==> src/rtl/anc_tap_sched.sv <==
`default_nettype none
// ============================================================================
// Module   : anc_tap_sched
// Purpose  : per-sample strobe sequencer for a time-multiplexed ANC FIR/LMS
//            datapath; optional ANC_FREEZE_EN adds a wfreeze input (skip UPD)
// Revision : 1.0 - initial release
// ============================================================================
module anc_tap_sched #(
   parameter int NTAP   = 3,
   parameter int AW     = 4,
   parameter int W2     = 4,
   parameter int MU_RST = 8,
   parameter int MU_MAX = 12
) (
   input  logic          clk,
   input  logic          reset,
   input  logic          en,
   input  logic          smp_valid,
   input  logic [W2-1:0] mu_in,
   input  logic          mu_ld,
   input  logic          ovr_clr,
`ifdef ANC_FREEZE_EN
   input  logic          wfreeze,
`endif
   output logic          shift_en,
   output logic [AW-1:0] tap_addr,
   output logic          mac_clr,
   output logic          mac_en,
   output logic          err_ld,
   output logic          wupd_en,
   output logic [W2-1:0] mu_out,
   output logic          anc_valid,
   output logic          busy,
   output logic          overrun
);

   typedef enum logic [2:0] {
      IDLE  = 3'd0,
      SHIFT = 3'd1,
      FILT  = 3'd2,
      ERR   = 3'd3,
      UPD   = 3'd4,
      DONE  = 3'd5
   } state_t;

   localparam logic [AW-1:0] C_LAST_TAP = AW'(NTAP - 1);
   localparam logic [W2-1:0] C_MU_MAX   = W2'(MU_MAX);
   localparam logic [W2-1:0] C_MU_RST   = W2'(MU_RST);

   state_t        state_q, state_d;
   logic [AW-1:0] tap_q, tap_d;
   logic [W2-1:0] mu_q, mu_d;
   logic [W2-1:0] mu_pend_q, mu_pend_d;
   logic          pend_vld_q, pend_vld_d;
   logic          ovr_q, ovr_d;
   logic          shift_q, shift_d;
   logic          mac_q, mac_d;
   logic          clr_q, clr_d;
   logic          err_q, err_d;
   logic          wupd_q, wupd_d;
   logic          valid_q, valid_d;

   logic [W2-1:0] w_mu_clamp;
   logic          w_freeze;
   logic          w_enter_idle;

`ifdef ANC_FREEZE_EN
   assign w_freeze = wfreeze;
`else
   assign w_freeze = 1'b0;
`endif

   always_comb begin
      state_d = state_q;
      tap_d   = tap_q;
      if (en) begin
         case (state_q)
            IDLE: begin
               tap_d = '0;
               if (smp_valid) state_d = SHIFT;
            end
            SHIFT: begin
               state_d = FILT;
               tap_d   = '0;
            end
            FILT: begin
               if (tap_q == C_LAST_TAP) begin
                  state_d = ERR;
                  tap_d   = '0;
               end else begin
                  tap_d = tap_q + 1'b1;
               end
            end
            ERR: begin
               state_d = w_freeze ? DONE : UPD;
               tap_d   = '0;
            end
            UPD: begin
               if (tap_q == C_LAST_TAP) begin
                  state_d = DONE;
                  tap_d   = '0;
               end else begin
                  tap_d = tap_q + 1'b1;
               end
            end
            DONE: begin
               state_d = IDLE;
               tap_d   = '0;
            end
            default: begin
               state_d = IDLE;
               tap_d   = '0;
            end
         endcase
      end
   end

   // Strobes are decoded from the next state so they line up with it as flops.
   always_comb begin
      shift_d = (state_d == SHIFT);
      mac_d   = (state_d == FILT);
      clr_d   = (state_d == FILT) && (tap_d == '0);
      err_d   = (state_d == ERR);
      wupd_d  = (state_d == UPD);
      valid_d = (state_d == DONE);
   end

   always_comb begin
      ovr_d = (smp_valid && en && (state_q != IDLE)) || (ovr_q && !ovr_clr);
   end

   // Mu changes only in IDLE or on the edge returning to it, never mid-update.
   always_comb begin
      w_mu_clamp   = (mu_in > C_MU_MAX) ? C_MU_MAX : mu_in;
      w_enter_idle = (state_q != IDLE) && (state_d == IDLE);
      mu_d         = mu_q;
      mu_pend_d    = mu_pend_q;
      pend_vld_d   = pend_vld_q;
      if (state_q == IDLE) begin
         if (mu_ld) mu_d = w_mu_clamp;
      end else if (w_enter_idle) begin
         mu_d       = mu_ld ? w_mu_clamp : (pend_vld_q ? mu_pend_q : mu_q);
         pend_vld_d = 1'b0;
      end else if (mu_ld) begin
         mu_pend_d  = w_mu_clamp;
         pend_vld_d = 1'b1;
      end
   end

   always_ff @(posedge clk) begin
      if (reset) begin
         state_q    <= IDLE;
         tap_q      <= '0;
         mu_q       <= C_MU_RST;
         mu_pend_q  <= '0;
         pend_vld_q <= 1'b0;
         ovr_q      <= 1'b0;
         shift_q    <= 1'b0;
         mac_q      <= 1'b0;
         clr_q      <= 1'b0;
         err_q      <= 1'b0;
         wupd_q     <= 1'b0;
         valid_q    <= 1'b0;
      end else begin
         state_q    <= state_d;
         tap_q      <= tap_d;
         mu_q       <= mu_d;
         mu_pend_q  <= mu_pend_d;
         pend_vld_q <= pend_vld_d;
         ovr_q      <= ovr_d;
         shift_q    <= shift_d;
         mac_q      <= mac_d;
         clr_q      <= clr_d;
         err_q      <= err_d;
         wupd_q     <= wupd_d;
         valid_q    <= valid_d;
      end
   end

   assign shift_en  = shift_q & en;
   assign mac_en    = mac_q & en;
   assign mac_clr   = clr_q & en;
   assign err_ld    = err_q & en;
   assign wupd_en   = wupd_q & en;
   assign anc_valid = valid_q & en;
   assign tap_addr  = tap_q;
   assign mu_out    = mu_q;
   assign busy      = (state_q != IDLE);
   assign overrun   = ovr_q;

endmodule
`default_nettype wire

==> config.mk <==
export PLATFORM = sky130hd
export DESIGN_NAME = anc_tap_sched
export DESIGN_NICKNAME = d
export VERILOG_FILES = /design/src/rtl/anc_tap_sched.sv
export SDC_FILE = /design/constraint.sdc
export NUM_CORES = 1
export LEC_CHECK = 0
export CAP_MARGIN = 15
export CORE_MARGIN = 10
export CORE_UTILIZATION = 53
export DETAILED_ROUTE_END_ITERATION = 8
export GPL_ROUTABILITY_DRIVEN = 0
export PLACE_DENSITY = 0.87
export SYNTH_ARGS = -nofsm -noshare
export SYNTH_HDL_FRONTEND = slang
export SYNTH_SLANG_ARGS = --single-unit
==> constraint.sdc <==
create_clock -name clk -period 3.2 [get_ports clk]
set_input_delay 0.64 -clock clk [delete_from_list [all_inputs] [get_ports clk]]
set_output_delay 0.64 -clock clk [all_outputs]
set_load 0.005 [all_outputs]
==> qor.yml, run 1 <==
route:
  wl_per_cell_um: 15.3
  wl_um: 2850
  vias_per_cell: 5.76
  drc: 0
  drtAntennaViolNets: 0
  first_pass_iters: 4
  drt_iter0_drc: 34
  vias: 1071
global_route:
  grt_max_degree: 22
  overflow: 0
  antenna_found_initial: 0
  grt_pass1_vias: 1046
  grt_pass1_wl_um: 4720
  grt_usage_pct: 12.7
clocking:
  clk_pin_slew_ps: 110
  ctsRootBufferMaster: "clkbuf_4"
  postCtsSetupBuffers: 0
  cts_sinks: 23
  cts_made_buffers: 3
  cts_tree: "yes"
  postCtsHoldBufs: 0
  clk_latency_ps: 300
  cts_resized: 0
  cts_buffer_depth: 2
  htreeDepth: 1
synthesis:
  synth_edf_count: 0
  yosys-top-cells-count: "23 x dfxtp_1, 21 x nor2_1, 8 x inv_1, 8 x mux2i_1"
  synthesis.area_um2: 1230
  seq_area_frac_synth_pct: 37.3
  yosysWarnings: 0
  ys.flop_type: "dfxtp_1"
  synth_area_leaders: "dfxtp_1 37%, mux2i_1 6.5%, nor2_1 6.4%"
  async_reset_ff_share_pct: 0
  syn_avg_cell_area_um2: 9.14
  synthesis.instances: 135
  synth.most_common_cell: "dfxtp_1"
  yosys.area.top_type: "dfxtp_1"
  netlist.area_leader.share_pct: 37.3
  synth_seq_cells: 23
  synth_nets: 147
  synth_cell_types: 42
floorplanning:
  fp.dieH_um: 68.2
  core-area_um2: 2210
  rows: 17
  ios: 26
  die_width_um: 68.2
  initial_core_util_pct: 55.8
  die_area_um2: 4660
sta:
  layout_min_cycle_time_ps: 2510
  finalClockSkew_ps: 0.685
  slew_headroom_pct: 60.5
  setup_viol: 0
  tightest_slew_ps: 588
  fmax_ghz: 0.398
  timing.setup.tns_ps: 0
  worst_slack_ps: 688
  hold_violations: 0
  rsz0062_at_grt: "false"
  fin_crit_sh_pct: 78.5
  slew_violations: 0
power_and_ir_drop:
  ir_worst_vdd_uv: 224
  power_leakage_nw: 0.574
  powerDensity_nw_per_um2: 367
  power.total_uw: 557
critical_path:
  critPathLaunchType: "register"
  critPathArrivalTime_ps: 1870
  path_max_fanout: 13
  critical_path_class: "register to primary output"
  critPathCaptureType: "primary output"
  worst_ep_required_time_ps: 2560
placed_design:
  port_buffers: 25
  placedCellCount: 182
  hpwl_um: 2150
  dpl_cell_area_um2: 1490
  dp_slack_ps: 626
cells_and_area:
  fin_area_um2: 1520
  antenna-diode-count: 0
  area_growth_pct: 22.9
  drive_gt1_share_pct: 11.4
  stdcell_count: 186
  nets: 171
outcome:
  status: "finished clean"
flow_run:
  max_cap_violations: 0
hold_path:
  hold_path_class: "register to register"
## critical path: stages (launching register included)
cell and delay, ps:
dfxtp_1 490, nor3_2 420, inv_1 170, clkdlybuf4s50_1 480
## power breakdown
part	total [mW]	switching [mW]	internal, mW
Clock	0.130	0.0814	0.0487
Sequential	0.313	0.0132	0.300
Combinational	0.114	0.0558	0.0578
Total	0.557	0.150	0.406
## flip-flops by register name, summed over array words and instances (netlist names)
signal      count
valid_q         1
state_q         3
mu_out          4
mac_q           1
err_q           1
clr_q           1
wupd_q          1
mu_pend_q       4
overrun         1
shift_q         1
pend_vld_q      1
tap_addr        4
## cells in the final DEF, fill, tap and decap left out, types with 2 or more instances in the layout
master           count
xnor2_1              2
a311oi_1             3
mux2i_1              8
clkbuf_4             3
o21ai_0              5
buf_4                2
and2_1               7
nor4_1               2
a21oi_1              5
and3_2               2
clkdlybuf4s50_1     25
dfxtp_1             23
or3_1                2
nand2_1              7
inv_1                8
nor4bb_1             2
a22oi_1              2
a21boi_0             2
a32oi_1              4
ha_1                 2
o31ai_1              2
nor2_1              21
## cells by family after synthesis
family,count (synthesis),share of synthesized area [%]
compound gates,33,23.6
xor+xnor,2,1.42
fa+ha+maj,2,2.03
buf+inv,17,6.29
flops,23,37.3
mux,8,6.49
simple gates,50,22.8
## layer usage
layer	routed length, µm	GRT usage, %
met5	0	0
met4	55	6.78
met3	168	2.94
met2	1440	22.2
met1	1180	14.0
## final cells by class
class | count | area, µm²
clock buffer | 4 | 26.3
fill | 175 | 696
inverter | 9 | 33.8
multi-input combinational | 95 | 696
sequential | 23 | 460
tap | 28 | 35.0
timing repair buffer | 27 | 265
## worst paths after layout
check | end | cells past startpoint | start | slack (ps)
setup / recovery | busy | 3 | state_q[2] | 690
hold / removal | overrun | 2 | overrun | 510
setup reg to reg | shift_q | 5 | tap_addr[1] | 1260
hold reg to reg | overrun | 2 | overrun | 510
## per-stage QoR
| stage | hold slack, ps | util (%) |
|---|---|---|
| 2_1_floorplan | 455 | - |
| 3_3_place_gp | 472 | 67.4 |
| 3_5_place_dp | 483 | 67.4 |
| 4_1_cts | 511 | 68.6 |
| 5_1_grt | 524 | 68.6 |
| 6_report | 507 | 68.6 |
Note: power is estimated with default switching activity, not from simulation.
==> run 2, diff against run 1 <==
--- a/config.mk
+++ b/config.mk
@@ -7,10 +7,10 @@
 export LEC_CHECK = 0
 export CAP_MARGIN = 15
 export CORE_MARGIN = 10
-export CORE_UTILIZATION = 53
+export CORE_UTILIZATION = 45
 export DETAILED_ROUTE_END_ITERATION = 8
 export GPL_ROUTABILITY_DRIVEN = 0
-export PLACE_DENSITY = 0.87
+export PLACE_DENSITY = 0.79
 export SYNTH_ARGS = -nofsm -noshare
 export SYNTH_HDL_FRONTEND = slang
 export SYNTH_SLANG_ARGS = --single-unit
==> constraint.sdc (replaced) <==
create_clock -name clk -period 2.1 [get_ports clk]
set_input_delay 0.42 -clock clk [delete_from_list [all_inputs] [get_ports clk]]
set_output_delay 0.42 -clock clk [all_outputs]
set_load 0.005 [all_outputs]
==> qor.yml, run 2 (synthesized netlist as in run 1, its figures left out) <==
outcome:
  status: "finished clean"
cells_and_area:
  drive_gt1_share_pct: 18.2
  fillers: 214
  stdcell_count: 200
  area_growth_pct: 30.9
  layout_common_cells: "24 x clkdlybuf4s50_1, 23 x dfxtp_1, 21 x nor2_1, 14 x buf_4"
  antenna-diode-count: 0
  mostFrequentLayoutCell: "clkdlybuf4s50_1"
  nets: 183
clocking:
  cts_buffer_depth: 2
  clk_latency_ps: 320
  cts_tree: "yes"
  cts_sinks: 23
  postCtsHoldBufs: 0
  clk_pin_slew_ps: 120
  cts_made_buffers: 3
  postCtsSetupBuffers: 0
  htreeDepth: 1
  ctsRootBufferMaster: "clkbuf_4"
  cts_resized: 1
global_route:
  antenna_found_initial: 0
  met1_usage_pct: 12.4
  use_met3_pct: 4.90
  grt_usage_pct: 11.2
  grt_pass1_wl_um: 4820
  use_met2_pct: 18.4
  grt_pass1_vias: 1081
  overflow: 0
  grt_max_degree: 21
  busiest_layer: "met2"
power_and_ir_drop:
  power.total_uw: 874
  ir_worst_vdd_uv: 439
  power_leakage_nw: 0.641
  powerDensity_nw_per_um2: 541
sta:
  tightest_slew_ps: 489
  slew_headroom_pct: 67.2
  slew_violations: 0
  rsz0062_at_grt: "false"
  setup_viol: 0
  layout_min_cycle_time_ps: 1960
  fin_crit_sh_pct: 93.5
  finalClockSkew_ps: 6.61
  fmax_ghz: 0.509
  hold_violations: 0
critical_path:
  critPathLaunchType: "register"
  slowest_stage: "clkdlybuf4s50_1"
  critical_path_class: "register to primary output"
  path_max_fanout: 7
  reg2reg_from: "tap_addr[1]"
  critPathArrivalTime_ps: 1540
  startpoint: "state_q[2]"
  critical_path_buf_inv_count: 2
  crit_family: "buffers and inverters"
  worst_ep_required_time_ps: 1680
  critical_path.cell_chain: "nor3_4, inv_1, clkdlybuf4s50_1"
  critPathCaptureType: "primary output"
  cpPeakStageDelay_ps: 460
floorplanning:
  ios: 26
  fp.dieH_um: 72.4
  rows: 18
  core-area_um2: 2540
  die_width_um: 72.4
  die_area_um2: 5240
  initial_core_util_pct: 48.5
placed_design:
  hpwl_um: 2220
  placedCellCount: 196
  port_buffers: 25
flow_run:
  max_cap_violations: 0
hold_path:
  holdCritStartpoint: "mu_pend_q[1]"
  hold_path_class: "register to register"
route:
  drt_iter0_drc: 37
  vias_per_cell: 5.52
  wl_per_cell_um: 14.2
  vias: 1103
  wl_um: 2830
  drtAntennaViolNets: 0
  first_pass_iters: 4
  drc: 0
-- run 2: cell count changes in the layout (fill, tap and decap cells not counted), sizes merged --
cell,delta
buf,+12
clkbuf,-1
clkdlybuf4s50,-1
clkinv,+1
dlygate4sd2,+1
-- run 2: final cells by class --
| class | instances | area, µm² | area share (%) |
|---|---|---|---|
| Multi-Input combinational cell | 95 | 702 | 43.5 |
| Sequential cell | 23 | 460 | 28.5 |
| Timing Repair Buffer | 39 | 354 | 21.9 |
| Tap cell | 30 | 37.5 | 2.32 |
| Inverter | 9 | 33.8 | 2.09 |
| Clock buffer | 3 | 22.5 | 1.39 |
| Clock inverter | 1 | 5.00 | 0.310 |
-- run 2: layer usage --
| layer | part of all wire [%] | vias to the layer above | wire, µm |
|---|---|---|---|
| li1 | - | 557 | - |
| met1 | 46 | 523 | 1310 |
| met2 | 46 | 19 | 1310 |
| met3 | 6.3 | 4 | 178 |
| met4 | 1.2 | 0 | 34 |
| met5 | 0 | - | 0 |
-- run 2: worst register-to-register path, cell delays in order (launching register included) --
cell and delay [ps]:
dfxtp_1 460, ha_1 240, nor3b_4 290, mux2i_1 150
o41a_4 410, a2111oi_4 320
-- run 2: power breakdown --
part	leakage (nW)	switching (mW)	internal [mW]	total, mW
Sequential	0.187	0.0110	0.457	0.468
Combinational	0.436	0.0967	0.105	0.202
Clock	0.0177	0.133	0.0715	0.205
-- run 2: through the flow --
stage	setup TNS (ps)	area (µm²)	setup slack, ps	utilization (%)	hold slack, ps
6_report	0	1620	137	63.5	495
5_1_grt	0	1620	15.6	63.5	529
4_1_cts	0	1610	33.6	63.2	492
3_5_place_dp	-356	1580	-99.9	62.2	474
3_3_place_gp	-43.8	1580	-24.4	62.2	473
2_1_floorplan	0	1230	368	-	455
-- run 2: worst paths after layout --
| path | endpoint | slack [ps] | cells past startpoint |
|---|---|---|---|
| setup / recovery | busy | 140 | 3 |
| hold reg to reg | mu_out[1] | 490 | 2 |
| setup reg to reg | shift_q | 160 | 5 |
| hold / removal | mu_out[1] | 490 | 2 |
==> run 3, diff against run 2 <==
--- a/config.mk
+++ b/config.mk
@@ -6,11 +6,14 @@
 export NUM_CORES = 1
 export LEC_CHECK = 0
 export CAP_MARGIN = 15
+export CELL_PAD_IN_SITES_DETAIL_PLACEMENT = 1
+export CELL_PAD_IN_SITES_GLOBAL_PLACEMENT = 2
 export CORE_MARGIN = 10
-export CORE_UTILIZATION = 45
+export CORE_UTILIZATION = 28
+export CTS_BUF_LIST = sky130_fd_sc_hd__clkbuf_2 sky130_fd_sc_hd__clkbuf_4 sky130_fd_sc_hd__clkbuf_8
 export DETAILED_ROUTE_END_ITERATION = 8
 export GPL_ROUTABILITY_DRIVEN = 0
-export PLACE_DENSITY = 0.79
+export PLACE_DENSITY = 0.8
 export SYNTH_ARGS = -nofsm -noshare
 export SYNTH_HDL_FRONTEND = slang
 export SYNTH_SLANG_ARGS = --single-unit
==> qor.yml, run 3 (synthesized netlist as in run 1, its figures left out) <==
clocking:
  htreeDepth: 1
  ctsRootBufferMaster: "clkbuf_8"
  cts_tree: "yes"
  postCtsSetupBuffers: 0
  clk_latency_ps: 260
  clk_pin_slew_ps: 80
  cts_buffer_depth: 2
  cts_made_buffers: 3
  cts_sinks: 23
outcome:
  status: "finished clean"
critical_path:
  worst_ep_required_time_ps: 1680
  critPathLaunchType: "register"
  critical_path_class: "register to primary output"
  path_max_fanout: 4
  critPathCaptureType: "primary output"
  critPathArrivalTime_ps: 1400
route:
  wl_per_cell_um: 15.4
  wl_met1_um: 1440
  wl_um: 3430
  vias: 1131
  wl_met2_um: 1780
  first_pass_iters: 4
  drt_iter0_drc: 49
  wl_met3_um: 180
  vias_per_cell: 5.09
  drc: 0
  drtAntennaViolNets: 0
  maxUsedRoutingLayer: "met4"
flow_run:
  max_cap_violations: 0
cells_and_area:
  final_core_util_pct: 38.3
  area_growth_pct: 34.2
  drive_gt1_share_pct: 18.2
  mostFrequentLayoutCell: "clkdlybuf4s50_1"
  layout_common_cells: "24 x clkdlybuf4s50_1, 23 x dfxtp_1, 21 x nor2_1, 14 x buf_4"
  antenna-diode-count: 0
  nets: 183
  fin_area_um2: 1660
sta:
  layout_min_cycle_time_ps: 1820
  fmax_ghz: 0.550
  finalClockSkew_ps: 2.07
  worst_slack_ps: 283
  tightest_slew_ps: 583
  timing.setup.tns_ps: 0
  setup_viol: 0
  hold_violations: 0
  fin_crit_sh_pct: 86.5
  slew_violations: 0
  rsz0062_at_grt: "false"
  slew_headroom_pct: 60.8
floorplanning:
  fp.dieH_um: 86.4
  ios: 26
  die_width_um: 86.4
  rows: 24
  die_area_um2: 7460
  initial_core_util_pct: 28.5
  core-area_um2: 4320
power_and_ir_drop:
  power.total_uw: 943
  ir_worst_vdd_uv: 231
  powerDensity_nw_per_um2: 570
  power_leakage_nw: 0.646
global_route:
  grt_pass1_wl_um: 5870
  grt_max_degree: 21
  grt_pass1_vias: 1231
  overflow: 0
  grt_usage_pct: 9.49
  antenna_found_initial: 0
placed_design:
  dpl_cell_area_um2: 1610
  dp_slack_ps: -87.1
  port_buffers: 25
  hpwl_um: 2720
hold_path:
  hold_path_class: "register to register"
run 3: cell counts in the layout (fill, tap and decap cells not counted):
No cell type changed its count.
run 3: worst paths after layout:
check / start / to / slack, ps / cells past startpoint
max reg2reg: tap_addr[1] / shift_q / 330 / 5
min: mu_pend_q[0] / mu_out[0] / 500 / 2
max: state_q[2] / busy / 280 / 3
min reg2reg: mu_pend_q[0] / mu_out[0] / 500 / 2
run 3: what timing repair did:
item,CTS,global route
hold buffers,0,0
setup endpoints to repair,6,0
gates resized for setup,1,0
run 3: critical path, cell delays in order, from the launching register on:
cell and delay [ps]:
dfxtp_1 330, nor3_2 210, inv_1 130, clkdlybuf4s50_1 470
run 3: routing by layer:
layer  GRT usage [%]  up-vias
li1                -      553
met1            10.2      548
met2            17.0       26
met3            2.81        4
met4            3.39        0
met5               0        -
run 3: cell type report:
type                    count  area, µm²
clock inverters             1       5.00
well taps                  52       65.1
inverters                   9       33.8
clock buffers               3       41.3
multi-input cells          95        696
repair buffers             39        354
flip-flops and latches     23        460
fillers                   522       2670
run 3: metrics by stage:
| step | hold WS [ps] | cells |
|---|---|---|
| 3_3_place_gp | 484 | 218 |
| 5_1_grt | 539 | 222 |
| 3_5_place_dp | 491 | 218 |
| 2_1_floorplan | 455 | 135 |
| 4_1_cts | 506 | 222 |
| 6_report | 504 | 222 |
run 3: where the power goes:
group | switching [mW] | total, mW | internal (mW) | leakage, nW
clock | 0.139 | 0.271 | 0.132 | 0.0255
sequential | 0.0102 | 0.466 | 0.456 | 0.187
combinational | 0.101 | 0.206 | 0.104 | 0.433
